===== src/rtl/fetch_pkg.sv =====
// Shared types and constants for the instruction fetch controller.
package fetch_pkg;

   localparam int ADDR_W = 16;
   localparam int INSN_W = 16;

   localparam logic [ADDR_W-1:0] RESET_VEC = 16'h0000;

   typedef enum logic [2:0] {
      ST_CLR    = 3'd0,
      ST_SETTLE = 3'd1,
      ST_REQ    = 3'd2,
      ST_HOLD   = 3'd3,
      ST_IDLE   = 3'd4,
      ST_ERR    = 3'd5
   } fetch_state_e;

endpackage


===== src/rtl/fetch_if.sv =====
// Fetch controller bus: PC strobes, ROM read port, decoder handshake and control inputs.
interface fetch_if;
   import fetch_pkg::*;

   logic [ADDR_W-1:0] pc_addr;
   logic              pc_load;
   logic              pc_inc;
   logic [ADDR_W-1:0] ins_addr;
   logic              rom_req;
   logic [ADDR_W-1:0] rom_addr;
   logic              rom_ack;
   logic [INSN_W-1:0] rom_data;
   logic [INSN_W-1:0] ir;
   logic              ir_valid;
   logic              ir_ready;
   logic              redirect;
   logic [ADDR_W-1:0] redirect_addr;
   logic              halt;
   logic              fetch_err;

   modport master (
      input  pc_addr, rom_ack, rom_data, ir_ready, redirect, redirect_addr, halt,
      output pc_load, pc_inc, ins_addr, rom_req, rom_addr, ir, ir_valid, fetch_err
   );

   modport slave (
      output pc_addr, rom_ack, rom_data, ir_ready, redirect, redirect_addr, halt,
      input  pc_load, pc_inc, ins_addr, rom_req, rom_addr, ir, ir_valid, fetch_err
   );

endinterface


===== src/rtl/fetch_wdog.sv =====
// ROM request watchdog: flags expiry after TIMEOUT_CYC consecutive cycles of run=1.
module fetch_wdog #(
   parameter int TIMEOUT_CYC = 15
) (
   input  logic clk,
   input  logic rst,
   input  logic run,
   output logic expired
);

   localparam int W = (TIMEOUT_CYC < 2) ? 1 : $clog2(TIMEOUT_CYC);
   localparam logic [W-1:0] LAST = W'(TIMEOUT_CYC - 1);

   logic [W-1:0] cnt_r;

   assign expired = run && (cnt_r == LAST);

   // Count stalled request cycles; any gap in run restarts the count.
   always_ff @(posedge clk or posedge rst) begin
      if (rst) begin
         cnt_r <= {W{1'b0}};
      end else if (!run) begin
         cnt_r <= {W{1'b0}};
      end else if (!expired) begin
         cnt_r <= cnt_r + W'(1);
      end else begin
         cnt_r <= cnt_r;
      end
   end

endmodule


===== src/rtl/fetch_ctrl.sv =====
// Instruction fetch sequencer: clears the PC, lets it settle, reads the ROM and hands words to the decoder.
// Optional ROM watchdog (sticky fetch_err, ERR state) is built when FETCH_TIMEOUT_EN is defined.
module fetch_ctrl
   import fetch_pkg::*;
#(
   parameter int SETTLE_CYC  = 2,
   parameter int TIMEOUT_CYC = 15
) (
   input  logic    clk,
   input  logic    rst,
   fetch_if.master bus
);

   localparam int CNT_W = (SETTLE_CYC < 1) ? 1 : $clog2(SETTLE_CYC + 1);
   localparam logic [CNT_W-1:0] SETTLE_LAST = CNT_W'(SETTLE_CYC);

   fetch_state_e      state_r, state_nxt_s;
   logic [CNT_W-1:0]  cnt_r, cnt_nxt_s;
   logic              pc_load_r, pc_load_nxt_s;
   logic              pc_inc_r, pc_inc_nxt_s;
   logic [ADDR_W-1:0] ins_addr_r, ins_addr_nxt_s;
   logic              rom_req_r, rom_req_nxt_s;
   logic [ADDR_W-1:0] rom_addr_r, rom_addr_nxt_s;
   logic [INSN_W-1:0] ir_r, ir_nxt_s;
   logic              ir_valid_r, ir_valid_nxt_s;
   logic              pend_r, pend_nxt_s;
   logic [ADDR_W-1:0] pend_addr_r, pend_addr_nxt_s;
   logic              load_now_s;
   logic [ADDR_W-1:0] load_tgt_s;

`ifdef FETCH_TIMEOUT_EN
   logic err_r, err_nxt_s;
   logic wdog_exp_s;

   fetch_wdog #(
      .TIMEOUT_CYC (TIMEOUT_CYC)
   ) u_wdog (
      .clk     (clk),
      .rst     (rst),
      .run     (rom_req_r & ~bus.rom_ack),
      .expired (wdog_exp_s)
   );

   assign bus.fetch_err = err_r;
`else
   assign bus.fetch_err = 1'b0;
`endif

   // A live redirect overrides a target latched earlier.
   assign load_now_s = bus.redirect | pend_r;
   assign load_tgt_s = bus.redirect ? bus.redirect_addr : pend_addr_r;

   assign bus.pc_load  = pc_load_r;
   assign bus.pc_inc   = pc_inc_r;
   assign bus.ins_addr = ins_addr_r;
   assign bus.rom_req  = rom_req_r;
   assign bus.rom_addr = rom_addr_r;
   assign bus.ir       = ir_r;
   // A redirect withdraws the held word in the cycle it arrives so the decoder cannot take it.
   assign bus.ir_valid = ir_valid_r & ~bus.redirect;

   // Next-state and next-output decode.
   always_comb begin
      state_nxt_s     = state_r;
      cnt_nxt_s       = cnt_r;
      pc_load_nxt_s   = 1'b0;
      pc_inc_nxt_s    = 1'b0;
      ins_addr_nxt_s  = ins_addr_r;
      rom_req_nxt_s   = rom_req_r;
      rom_addr_nxt_s  = rom_addr_r;
      ir_nxt_s        = ir_r;
      ir_valid_nxt_s  = ir_valid_r;
      pend_nxt_s      = pend_r;
      pend_addr_nxt_s = pend_addr_r;
`ifdef FETCH_TIMEOUT_EN
      err_nxt_s       = err_r;
`endif
      case (state_r)
         ST_CLR: begin
            pc_load_nxt_s  = 1'b1;
            pc_inc_nxt_s   = 1'b1;
            ins_addr_nxt_s = RESET_VEC;
            cnt_nxt_s      = {CNT_W{1'b0}};
            state_nxt_s    = ST_SETTLE;
         end
         ST_SETTLE: begin
            if (load_now_s) begin
               cnt_nxt_s = {CNT_W{1'b0}};
               // Keep pc_load a single-cycle pulse: defer a load that lands on one in flight.
               if (pc_load_r) begin
                  pend_nxt_s      = 1'b1;
                  pend_addr_nxt_s = load_tgt_s;
               end else begin
                  pc_load_nxt_s  = 1'b1;
                  ins_addr_nxt_s = load_tgt_s;
                  pend_nxt_s     = 1'b0;
               end
            end else if (cnt_r == SETTLE_LAST) begin
               cnt_nxt_s = {CNT_W{1'b0}};
               if (bus.halt) begin
                  state_nxt_s = ST_IDLE;
               end else begin
                  state_nxt_s    = ST_REQ;
                  rom_req_nxt_s  = 1'b1;
                  rom_addr_nxt_s = bus.pc_addr;
               end
            end else begin
               cnt_nxt_s = cnt_r + CNT_W'(1);
            end
         end
         ST_REQ: begin
            if (bus.rom_ack) begin
               rom_req_nxt_s = 1'b0;
               if (load_now_s) begin
                  pc_load_nxt_s  = 1'b1;
                  ins_addr_nxt_s = load_tgt_s;
                  pend_nxt_s     = 1'b0;
                  cnt_nxt_s      = {CNT_W{1'b0}};
                  state_nxt_s    = ST_SETTLE;
               end else begin
                  ir_nxt_s       = bus.rom_data;
                  ir_valid_nxt_s = 1'b1;
                  state_nxt_s    = ST_HOLD;
               end
            end
`ifdef FETCH_TIMEOUT_EN
            else if (wdog_exp_s) begin
               rom_req_nxt_s = 1'b0;
               err_nxt_s     = 1'b1;
               pend_nxt_s    = 1'b0;
               state_nxt_s   = ST_ERR;
            end
`endif
            else if (bus.redirect) begin
               pend_nxt_s      = 1'b1;
               pend_addr_nxt_s = bus.redirect_addr;
            end else begin
               pend_nxt_s = pend_r;
            end
         end
         ST_HOLD: begin
            if (bus.redirect) begin
               pc_load_nxt_s  = 1'b1;
               ins_addr_nxt_s = bus.redirect_addr;
               ir_valid_nxt_s = 1'b0;
               cnt_nxt_s      = {CNT_W{1'b0}};
               state_nxt_s    = ST_SETTLE;
            end else if (bus.ir_ready) begin
               pc_inc_nxt_s   = 1'b1;
               ir_valid_nxt_s = 1'b0;
               cnt_nxt_s      = {CNT_W{1'b0}};
               state_nxt_s    = ST_SETTLE;
            end else begin
               ir_valid_nxt_s = 1'b1;
            end
         end
         ST_IDLE: begin
            if (load_now_s) begin
               pc_load_nxt_s  = 1'b1;
               ins_addr_nxt_s = load_tgt_s;
               pend_nxt_s     = 1'b0;
               cnt_nxt_s      = {CNT_W{1'b0}};
               state_nxt_s    = ST_SETTLE;
            end else if (!bus.halt) begin
               state_nxt_s    = ST_REQ;
               rom_req_nxt_s  = 1'b1;
               rom_addr_nxt_s = bus.pc_addr;
            end else begin
               state_nxt_s = ST_IDLE;
            end
         end
         ST_ERR: begin
            rom_req_nxt_s = 1'b0;
            state_nxt_s   = ST_ERR;
         end
         default: begin
            rom_req_nxt_s  = 1'b0;
            ir_valid_nxt_s = 1'b0;
            state_nxt_s    = ST_CLR;
         end
      endcase
   end

   // State and output registers.
   always_ff @(posedge clk or posedge rst) begin
      if (rst) begin
         state_r     <= ST_CLR;
         cnt_r       <= {CNT_W{1'b0}};
         pc_load_r   <= 1'b0;
         pc_inc_r    <= 1'b0;
         ins_addr_r  <= RESET_VEC;
         rom_req_r   <= 1'b0;
         rom_addr_r  <= RESET_VEC;
         ir_r        <= {INSN_W{1'b0}};
         ir_valid_r  <= 1'b0;
         pend_r      <= 1'b0;
         pend_addr_r <= RESET_VEC;
      end else begin
         state_r     <= state_nxt_s;
         cnt_r       <= cnt_nxt_s;
         pc_load_r   <= pc_load_nxt_s;
         pc_inc_r    <= pc_inc_nxt_s;
         ins_addr_r  <= ins_addr_nxt_s;
         rom_req_r   <= rom_req_nxt_s;
         rom_addr_r  <= rom_addr_nxt_s;
         ir_r        <= ir_nxt_s;
         ir_valid_r  <= ir_valid_nxt_s;
         pend_r      <= pend_nxt_s;
         pend_addr_r <= pend_addr_nxt_s;
      end
   end

`ifdef FETCH_TIMEOUT_EN
   // Sticky timeout flag, cleared only by reset.
   always_ff @(posedge clk or posedge rst) begin
      if (rst) begin
         err_r <= 1'b0;
      end else begin
         err_r <= err_nxt_s;
      end
   end
`endif

endmodule


===== src/flat_wrapper.sv =====
// flat-port wrapper written by rule: the top's interface ports become plain ports
module fetch_ctrl_flat import fetch_pkg::*;
#(
   parameter int SETTLE_CYC  = 2,
   parameter int TIMEOUT_CYC = 15
)
  (clk, rst, bus_pc_addr, bus_rom_ack, bus_rom_data, bus_ir_ready, bus_redirect, bus_redirect_addr, bus_halt, bus_pc_load, bus_pc_inc, bus_ins_addr, bus_rom_req, bus_rom_addr, bus_ir, bus_ir_valid, bus_fetch_err);
  fetch_if bus_i ();
  input  logic clk;
  input  logic rst;
  input wire logic [$bits(bus_i.pc_addr)-1:0] bus_pc_addr;
  input wire logic [$bits(bus_i.rom_ack)-1:0] bus_rom_ack;
  input wire logic [$bits(bus_i.rom_data)-1:0] bus_rom_data;
  input wire logic [$bits(bus_i.ir_ready)-1:0] bus_ir_ready;
  input wire logic [$bits(bus_i.redirect)-1:0] bus_redirect;
  input wire logic [$bits(bus_i.redirect_addr)-1:0] bus_redirect_addr;
  input wire logic [$bits(bus_i.halt)-1:0] bus_halt;
  output wire logic [$bits(bus_i.pc_load)-1:0] bus_pc_load;
  output wire logic [$bits(bus_i.pc_inc)-1:0] bus_pc_inc;
  output wire logic [$bits(bus_i.ins_addr)-1:0] bus_ins_addr;
  output wire logic [$bits(bus_i.rom_req)-1:0] bus_rom_req;
  output wire logic [$bits(bus_i.rom_addr)-1:0] bus_rom_addr;
  output wire logic [$bits(bus_i.ir)-1:0] bus_ir;
  output wire logic [$bits(bus_i.ir_valid)-1:0] bus_ir_valid;
  output wire logic [$bits(bus_i.fetch_err)-1:0] bus_fetch_err;
  assign bus_i.pc_addr = bus_pc_addr;
  assign bus_i.rom_ack = bus_rom_ack;
  assign bus_i.rom_data = bus_rom_data;
  assign bus_i.ir_ready = bus_ir_ready;
  assign bus_i.redirect = bus_redirect;
  assign bus_i.redirect_addr = bus_redirect_addr;
  assign bus_i.halt = bus_halt;
  assign bus_pc_load = bus_i.pc_load;
  assign bus_pc_inc = bus_i.pc_inc;
  assign bus_ins_addr = bus_i.ins_addr;
  assign bus_rom_req = bus_i.rom_req;
  assign bus_rom_addr = bus_i.rom_addr;
  assign bus_ir = bus_i.ir;
  assign bus_ir_valid = bus_i.ir_valid;
  assign bus_fetch_err = bus_i.fetch_err;
  fetch_ctrl #(.SETTLE_CYC(SETTLE_CYC), .TIMEOUT_CYC(TIMEOUT_CYC)) u_core (.clk(clk), .rst(rst), .bus(bus_i));
endmodule

===== config.mk =====
export PLATFORM = sky130hd
export DESIGN_NAME = fetch_ctrl_flat
export DESIGN_NICKNAME = d
export VERILOG_FILES = /design/src/rtl/fetch_pkg.sv /design/src/rtl/fetch_if.sv /design/src/rtl/fetch_wdog.sv /design/src/rtl/fetch_ctrl.sv /design/src/flat_wrapper.sv
export SDC_FILE = /design/constraint.sdc
export NUM_CORES = 1
export LEC_CHECK = 0
export ABC_AREA = 0
export ABC_CLOCK_PERIOD_IN_PS = 4300
export BUFFER_PORTS_ARGS = -buffer_cell sky130_fd_sc_hd__buf_4
export CAP_MARGIN = 10
export CORE_MARGIN = 2
export CORE_UTILIZATION = 55
export DETAILED_ROUTE_END_ITERATION = 10
export PLACE_DENSITY = 0.85
export SLEW_MARGIN = 20
export SYNTH_ARGS = -nofsm -noshare
export SYNTH_HDL_FRONTEND = slang
export SYNTH_SLANG_ARGS = --single-unit

===== constraint.sdc =====
create_clock -name clk -period 4.3 [get_ports clk]
set_input_delay 0.215 -clock clk [delete_from_list [all_inputs] [get_ports clk]]
set_output_delay 0.215 -clock clk [all_outputs]
set_load 0.01 [all_outputs]

Word-level counts from Yosys, hierarchy flattened
Index checks and enable logic that the tools add are counted.
{"block": "totals", "register_bits": 74, "in_bits": 54, "output_inout_bits": 53, "ramBits": 0, "latchBits": 0, "elab_cells": 110, "mem_count": 0, "romBits": 0}
{"block": "classes", "div_mod_pow": 0, "bitwise_logic": 6, "addsub": 1, "shift": 0, "n_mul": 0, "reduce_logical": 16, "order_cmp": 0, "mux": 58, "eq_ne": 18}
{"op": "16-bit two-way mux", "count": 13}
{"op": "16-bit one-hot mux with 5 select lines", "count": 1}
{"op": "16-bit one-hot mux with 2 select lines", "count": 2}
{"op": "1-bit two-way mux", "count": 21}
{"op": "3-bit two-way mux", "count": 7}
{"op": "3-bit one-hot mux with 6 select lines", "count": 1}
{"op": "2-bit two-way mux", "count": 7}
{"op": "2-bit inequality test, second input constant", "count": 7}
{"op": "3-bit AND reduction", "count": 4}
{"op": "4-bit AND reduction", "count": 3}
{"op": "2-bit one-hot mux with 5 select lines", "count": 1}
{"op": "5-bit AND reduction", "count": 2}
{"op": "3-bit by 2-bit equality test with 1-bit output, second input constant", "count": 2}
{"op": "3-bit equality test, second input constant", "count": 2}
{"op": "2-bit by 1-bit inequality test with 1-bit output, second input constant", "count": 3}
{"op": "3-bit inequality test, second input constant", "count": 2}
{"op": "1-bit one-hot mux with 3 select lines", "count": 2}
{"op": "1-bit one-hot mux with 5 select lines", "count": 1}
{"op": "5-bit nonzero test", "count": 1}
{"op": "1-bit NOT", "count": 4}
{"op": "1-bit one-hot mux with 4 select lines", "count": 1}
{"op": "2-bit nonzero test", "count": 2}
{"op": "4-bit OR reduction", "count": 1}
{"op": "3-bit by 1-bit equality test with 1-bit output, second input constant", "count": 1}
{"op": "other kinds (8)", "count": 8}

Logic depth before layout (Yosys ltp)
{"block": "logic_depth", "word_depth": 4, "mapped_depth": 7, "mapped_depth_nobuf": 4}

Worst setup path after synthesis
Ideal clock, no wire load.
{"block": "synth_timing", "path_type": "reg2reg", "startpoint": "reg u_core.state_r[0]", "endpoint": "reg u_core.ins_addr_r[0] (netlist: u_core.bus.ins_addr[0])", "synth_period_minus_slack_ns": 1.742, "path_slack_ns": 2.558, "required_ns": 4.175, "path_stages_with_launch": 6, "setup_time_ns": 0.125, "arrival_time_ns": 1.617, "path_buffers": 1, "cell_sequence": "dfrtp_1 nor2_1 o21ai_1 a22oi_4 buf_6 mux2_2"}
{"block": "synth_via", "elab_chain_cells": 3, "elab_cells_between_ends": 12, "cone_classes": "eq/ne: 8; mux: 1; reduce/logical: 3"}
{"element": "from (decl)", "line_no": "fetch_ctrl.sv:17", "source": "fetch_state_e state_r, state_nxt_s;"}
{"element": "from (signal assigned)", "line_no": "fetch_ctrl.sv:199", "source": "state_r <= state_nxt_s;"}
{"element": "3-bit by 1-bit equality test with 1-bit output, or another cell as far along", "line_no": "fetch_ctrl.sv:78", "source": "case (state_r)"}
{"element": "5-bit nonzero test (no line), or another cell as far along"}
{"element": "5-bit AND reduction (no line)"}
{"element": "to (signal assigned)", "line_no": "fetch_ctrl.sv:203", "source": "ins_addr_r <= ins_addr_nxt_s;"}
{"element": "to (decl)", "line_no": "fetch_ctrl.sv:21", "source": "logic [ADDR_W-1:0] ins_addr_r, ins_addr_nxt_s;"}
Several ways; a longest one is shown, not always the timed one.
A chain may end at the register's enable or synchronous reset.

Final worst setup path
{"block": "layout_timing", "startpoint": "reg u_core.state_r[1]", "endpoint": "reg u_core.ir_r[1] (netlist: u_core.bus.ir[1])"}
{"block": "layout_via", "elab_chain_cells": 2}
{"element": "3-bit by 2-bit equality test with 1-bit output", "line_no": "fetch_ctrl.sv:78"}
{"element": "3-bit AND reduction (no line)"}
{"element": "to (signal assigned)", "line_no": "fetch_ctrl.sv:194", "source": "ir_r <= {INSN_W{1'b0}};"}
{"element": "to (signal assigned)", "line_no": "fetch_ctrl.sv:206", "source": "ir_r <= ir_nxt_s;"}
{"element": "to (decl)", "line_no": "fetch_ctrl.sv:24", "source": "logic [INSN_W-1:0] ir_r, ir_nxt_s;"}
No other way between the ends.

==> results.md <==
- Outcome: finished, final reports clean
- Num CTS Buffers: 9
- Commonest cells in the netlist: 74 x dfrtp_1, 54 x mux2_2, 34 x nand2_1, 27 x a21oi_1, 10 x mux2_4
- Skew final: ~0.0080 ns
- Die Footprint: a little under 7000 µm²
- Max incr delay on CP: approximately 0.74 ns
- Max Freq: about 360 MHz
- Synth-to-layout area growth: 29.28%
- Final setup fails: 0
- Ys async rst share: 100.0%
- Mean Syn Cell Area: 12.37 µm²
- DR iter-0 viols: roughly 240
- WS Path Type: register to register
- Sequential element share of the synthesized area: between 50% and 60%
- Die width: approximately 83 µm
- Port Buffer Count: about 110
- Post-Synthesis Cells: 277
- Hold path startpoint: bus_pc_addr[8]
- DP Cell Count: roughly 450
- Vias/cell: around 5.5
- TNS Setup: 0 ns
- Max Transition Viols Final: 0
- Post-Syn Area: between 3000 and 4000 µm²
- HP Class: primary input to register
- Unrepaired setup endpoints after global routing: false
- DRT Wirelength: roughly 7600 µm
- Clk pin slew, worst setup/hold paths: roughly 0.080 ns
- Via count: about 2500
- Biggest area consumer among synthesized cells: dfrtp_1
- First-pass DRT Iterations: 4
- Ranking of synthesized cells by area: dfrtp_1 54%, mux2_2 18%, mux2_4 4.4%, a21oi_1 3.9%, nand2_1 3.7%
- Post-synth top area share: between 50% and 60%
- HPWL Detailed: 5444 µm
- # rows: 28
- Cts-stage hold buffer count: 1
- Maxcap violations: 0
- Yosys warnings: 0
- Leak: between 2 and 2.5 nW
- Post-cts gate resize count: 0
- Final GP Congestion: around 0.90
- Drt drc: 0
- Critical Path Source Type: register
- Postcts setup bufs: 0
- Tmin final: 2.747 ns
- Slowest library cell on the worst path: nand3_1
- Critical Path RT: 4.53 ns
- IO Pins: 107
- Crit path DAT: roughly 3.0 ns
- Die height: 82.94 µm
- Period utilisation layout: a little under two thirds
- Final net count: 437
- Syn nets: roughly 330
- Vias in the first global route: 2625
- Most frequent cell after synthesis: dfrtp_1
- Tot GR Track Use: a little under a quarter
- Post-route ant nets: 0
- Crit path launch: u_core.state_r[1]
- Yosys reg bits: 74
- Netlist cell types: 39
- EDFF count, synth: 0
- Initial core utilization: between 50% and 60%
- Crit-path cells: nor2b_1 > nand3_1 > mux2_2
- First-pass GRT wire length: between 10000 and 15000 µm
- H-tree Lvls: 3
- Core box area: about 6000 µm²
- CTS root buf: clkbuf_8
- Pwr/cell area: roughly 700 nW/µm²
- Max FO, Critical Path: 21
- Layout cell share with drive strength beyond 1: a little over 50%
- Clk Latency, worst-skew pair: about 0.35 ns
- Worst Max-Slew Pin Slew: about 0.86 ns
- TritonCTS clock tree: done
- CP endpoint kind: register
- Reg2reg start: u_core.state_r[1]
- Hold Fails Final Rpt: 0
- Diodes inserted: 0
- Slew Limit Headroom: a little over two fifths
- Top_reg_cell synth: dfrtp_1
- Total gr overflow: 0
- Fillers: 405
- Initial antenna violation count: 0
- Wire per inst: roughly 16 µm
- Largest buffer count on any clock path: 2
- Post-Layout Cell Count: between 400 and 500
- VDD IR max: between 0.4 and 0.5 mV
- Clk sink count: between 70 and 80
- Largest net degree at the start of global routing: 42
layout make-up:
type | count | area (µm²) | area share, %
Sequential cell | 74 | 1852 | 41.80
Multi-Input combinational cell | 183 | 1448 | 32.67
Timing Repair Buffer | 109 | 820.8 | 18.53
Clock buffer | 10 | 127.6 | 2.881
Tap cell | 75 | 93.84 | 2.118
Clock inverter | 6 | 66.31 | 1.497
Inverter | 6 | 22.52 | 0.5083
sequential cells by signal (all words and copies together), names as in the netlist:
| register | cells |
|---|---|
| u_core.bus.pc_inc | 1 |
| u_core.cnt_r | 2 |
| u_core.state_r | 3 |
| u_core.ir_valid_r | 1 |
| u_core.pend_addr_r | 16 |
| u_core.bus.rom_addr | 16 |
| u_core.bus.rom_req | 1 |
| u_core.bus.ir | 16 |
| u_core.pend_r | 1 |
| u_core.bus.pc_load | 1 |
| u_core.bus.ins_addr | 16 |
routing by layer:
| metal | vias up | part of all wire, % | GRT usage, % |
|---|---|---|---|
| li1 | 1184 | - | - |
| met1 | 1222 | 42 | 29.49 |
| met2 | 101 | 49 | 36.80 |
| met3 | 24 | 5.9 | 5.070 |
| met4 | 0 | 2.9 | 11.48 |
| met5 | - | 0 | 0 |
cells in the final DEF (no fill, tap or decap), drive strengths merged, types with 3 or more instances in the layout:
| cell | n |
|---|---|
| a2bb2oi | 3 |
| mux2 | 66 |
| nor2b | 6 |
| a22oi | 4 |
| nand2b | 4 |
| o21ai | 7 |
| clkinvlp | 3 |
| buf | 108 |
| clkbuf | 10 |
| inv | 7 |
| dfrtp | 74 |
| nand2 | 34 |
| a21oi | 27 |
| nor2 | 8 |
| o22ai | 4 |
logic make-up (layout without fill, tap and decap cells):
logic type             count (synthesis)  in the layout  synth area share (%)
other                                  1              1                0.1094
XOR/XNOR                               1              1                0.2556
multiplexers                          66             66                 22.78
flip-flops                            74             74                 54.03
buffers and inverters                 20            131                 3.724
AO/OA/AOI/OAI                         53             53                 10.59
AND/OR/NAND/NOR                       62             62                 8.506
worst paths after layout:
check | to | slack [ns] | cells after the start
worst max-delay path | u_core.bus.ir[1] | 1.55 | 3
worst min-delay path | u_core.bus.rom_addr[8] | 0.09 | 2
worst max register to register | u_core.bus.ir[1] | 1.55 | 3
worst min register to register | u_core.bus.rom_addr[8] | 0.49 | 1
max in group asynchronous | u_core.bus.ins_addr[2] | 2.77 | 4
min in group asynchronous | u_core.bus.ir[8] | 0.54 | 3
through the flow:
step	utilization [%]	cell area (µm²)	total power, W	worst slack [ns]	hold slack (ns)
after floorplan	-	3427	0.002122	2.203	0.3497
after global placement	70.97	4227	0.002562	1.739	0.3650
after detailed placement	70.97	4227	0.002624	1.596	0.3770
after CTS	74.39	4431	0.003160	1.578	0.08376
after global routing	74.39	4431	0.003338	1.414	0.08100
final	74.39	4431	0.003141	1.553	0.08573
worst max-delay path: cells and delay by family (launching register included):
family | cells | cell delay (ns)
simple gates | 2 | 1.38
flops | 1 | 0.72
mux | 1 | 0.52
power by group:
part	switching [W]	internal (W)	total [W]
Combinational	0.000613	0.000790	0.00140
Sequential	0.000202	0.00100	0.00120
Clock	0.000265	0.000269	0.000534
(Power assumes the default switching activity.)
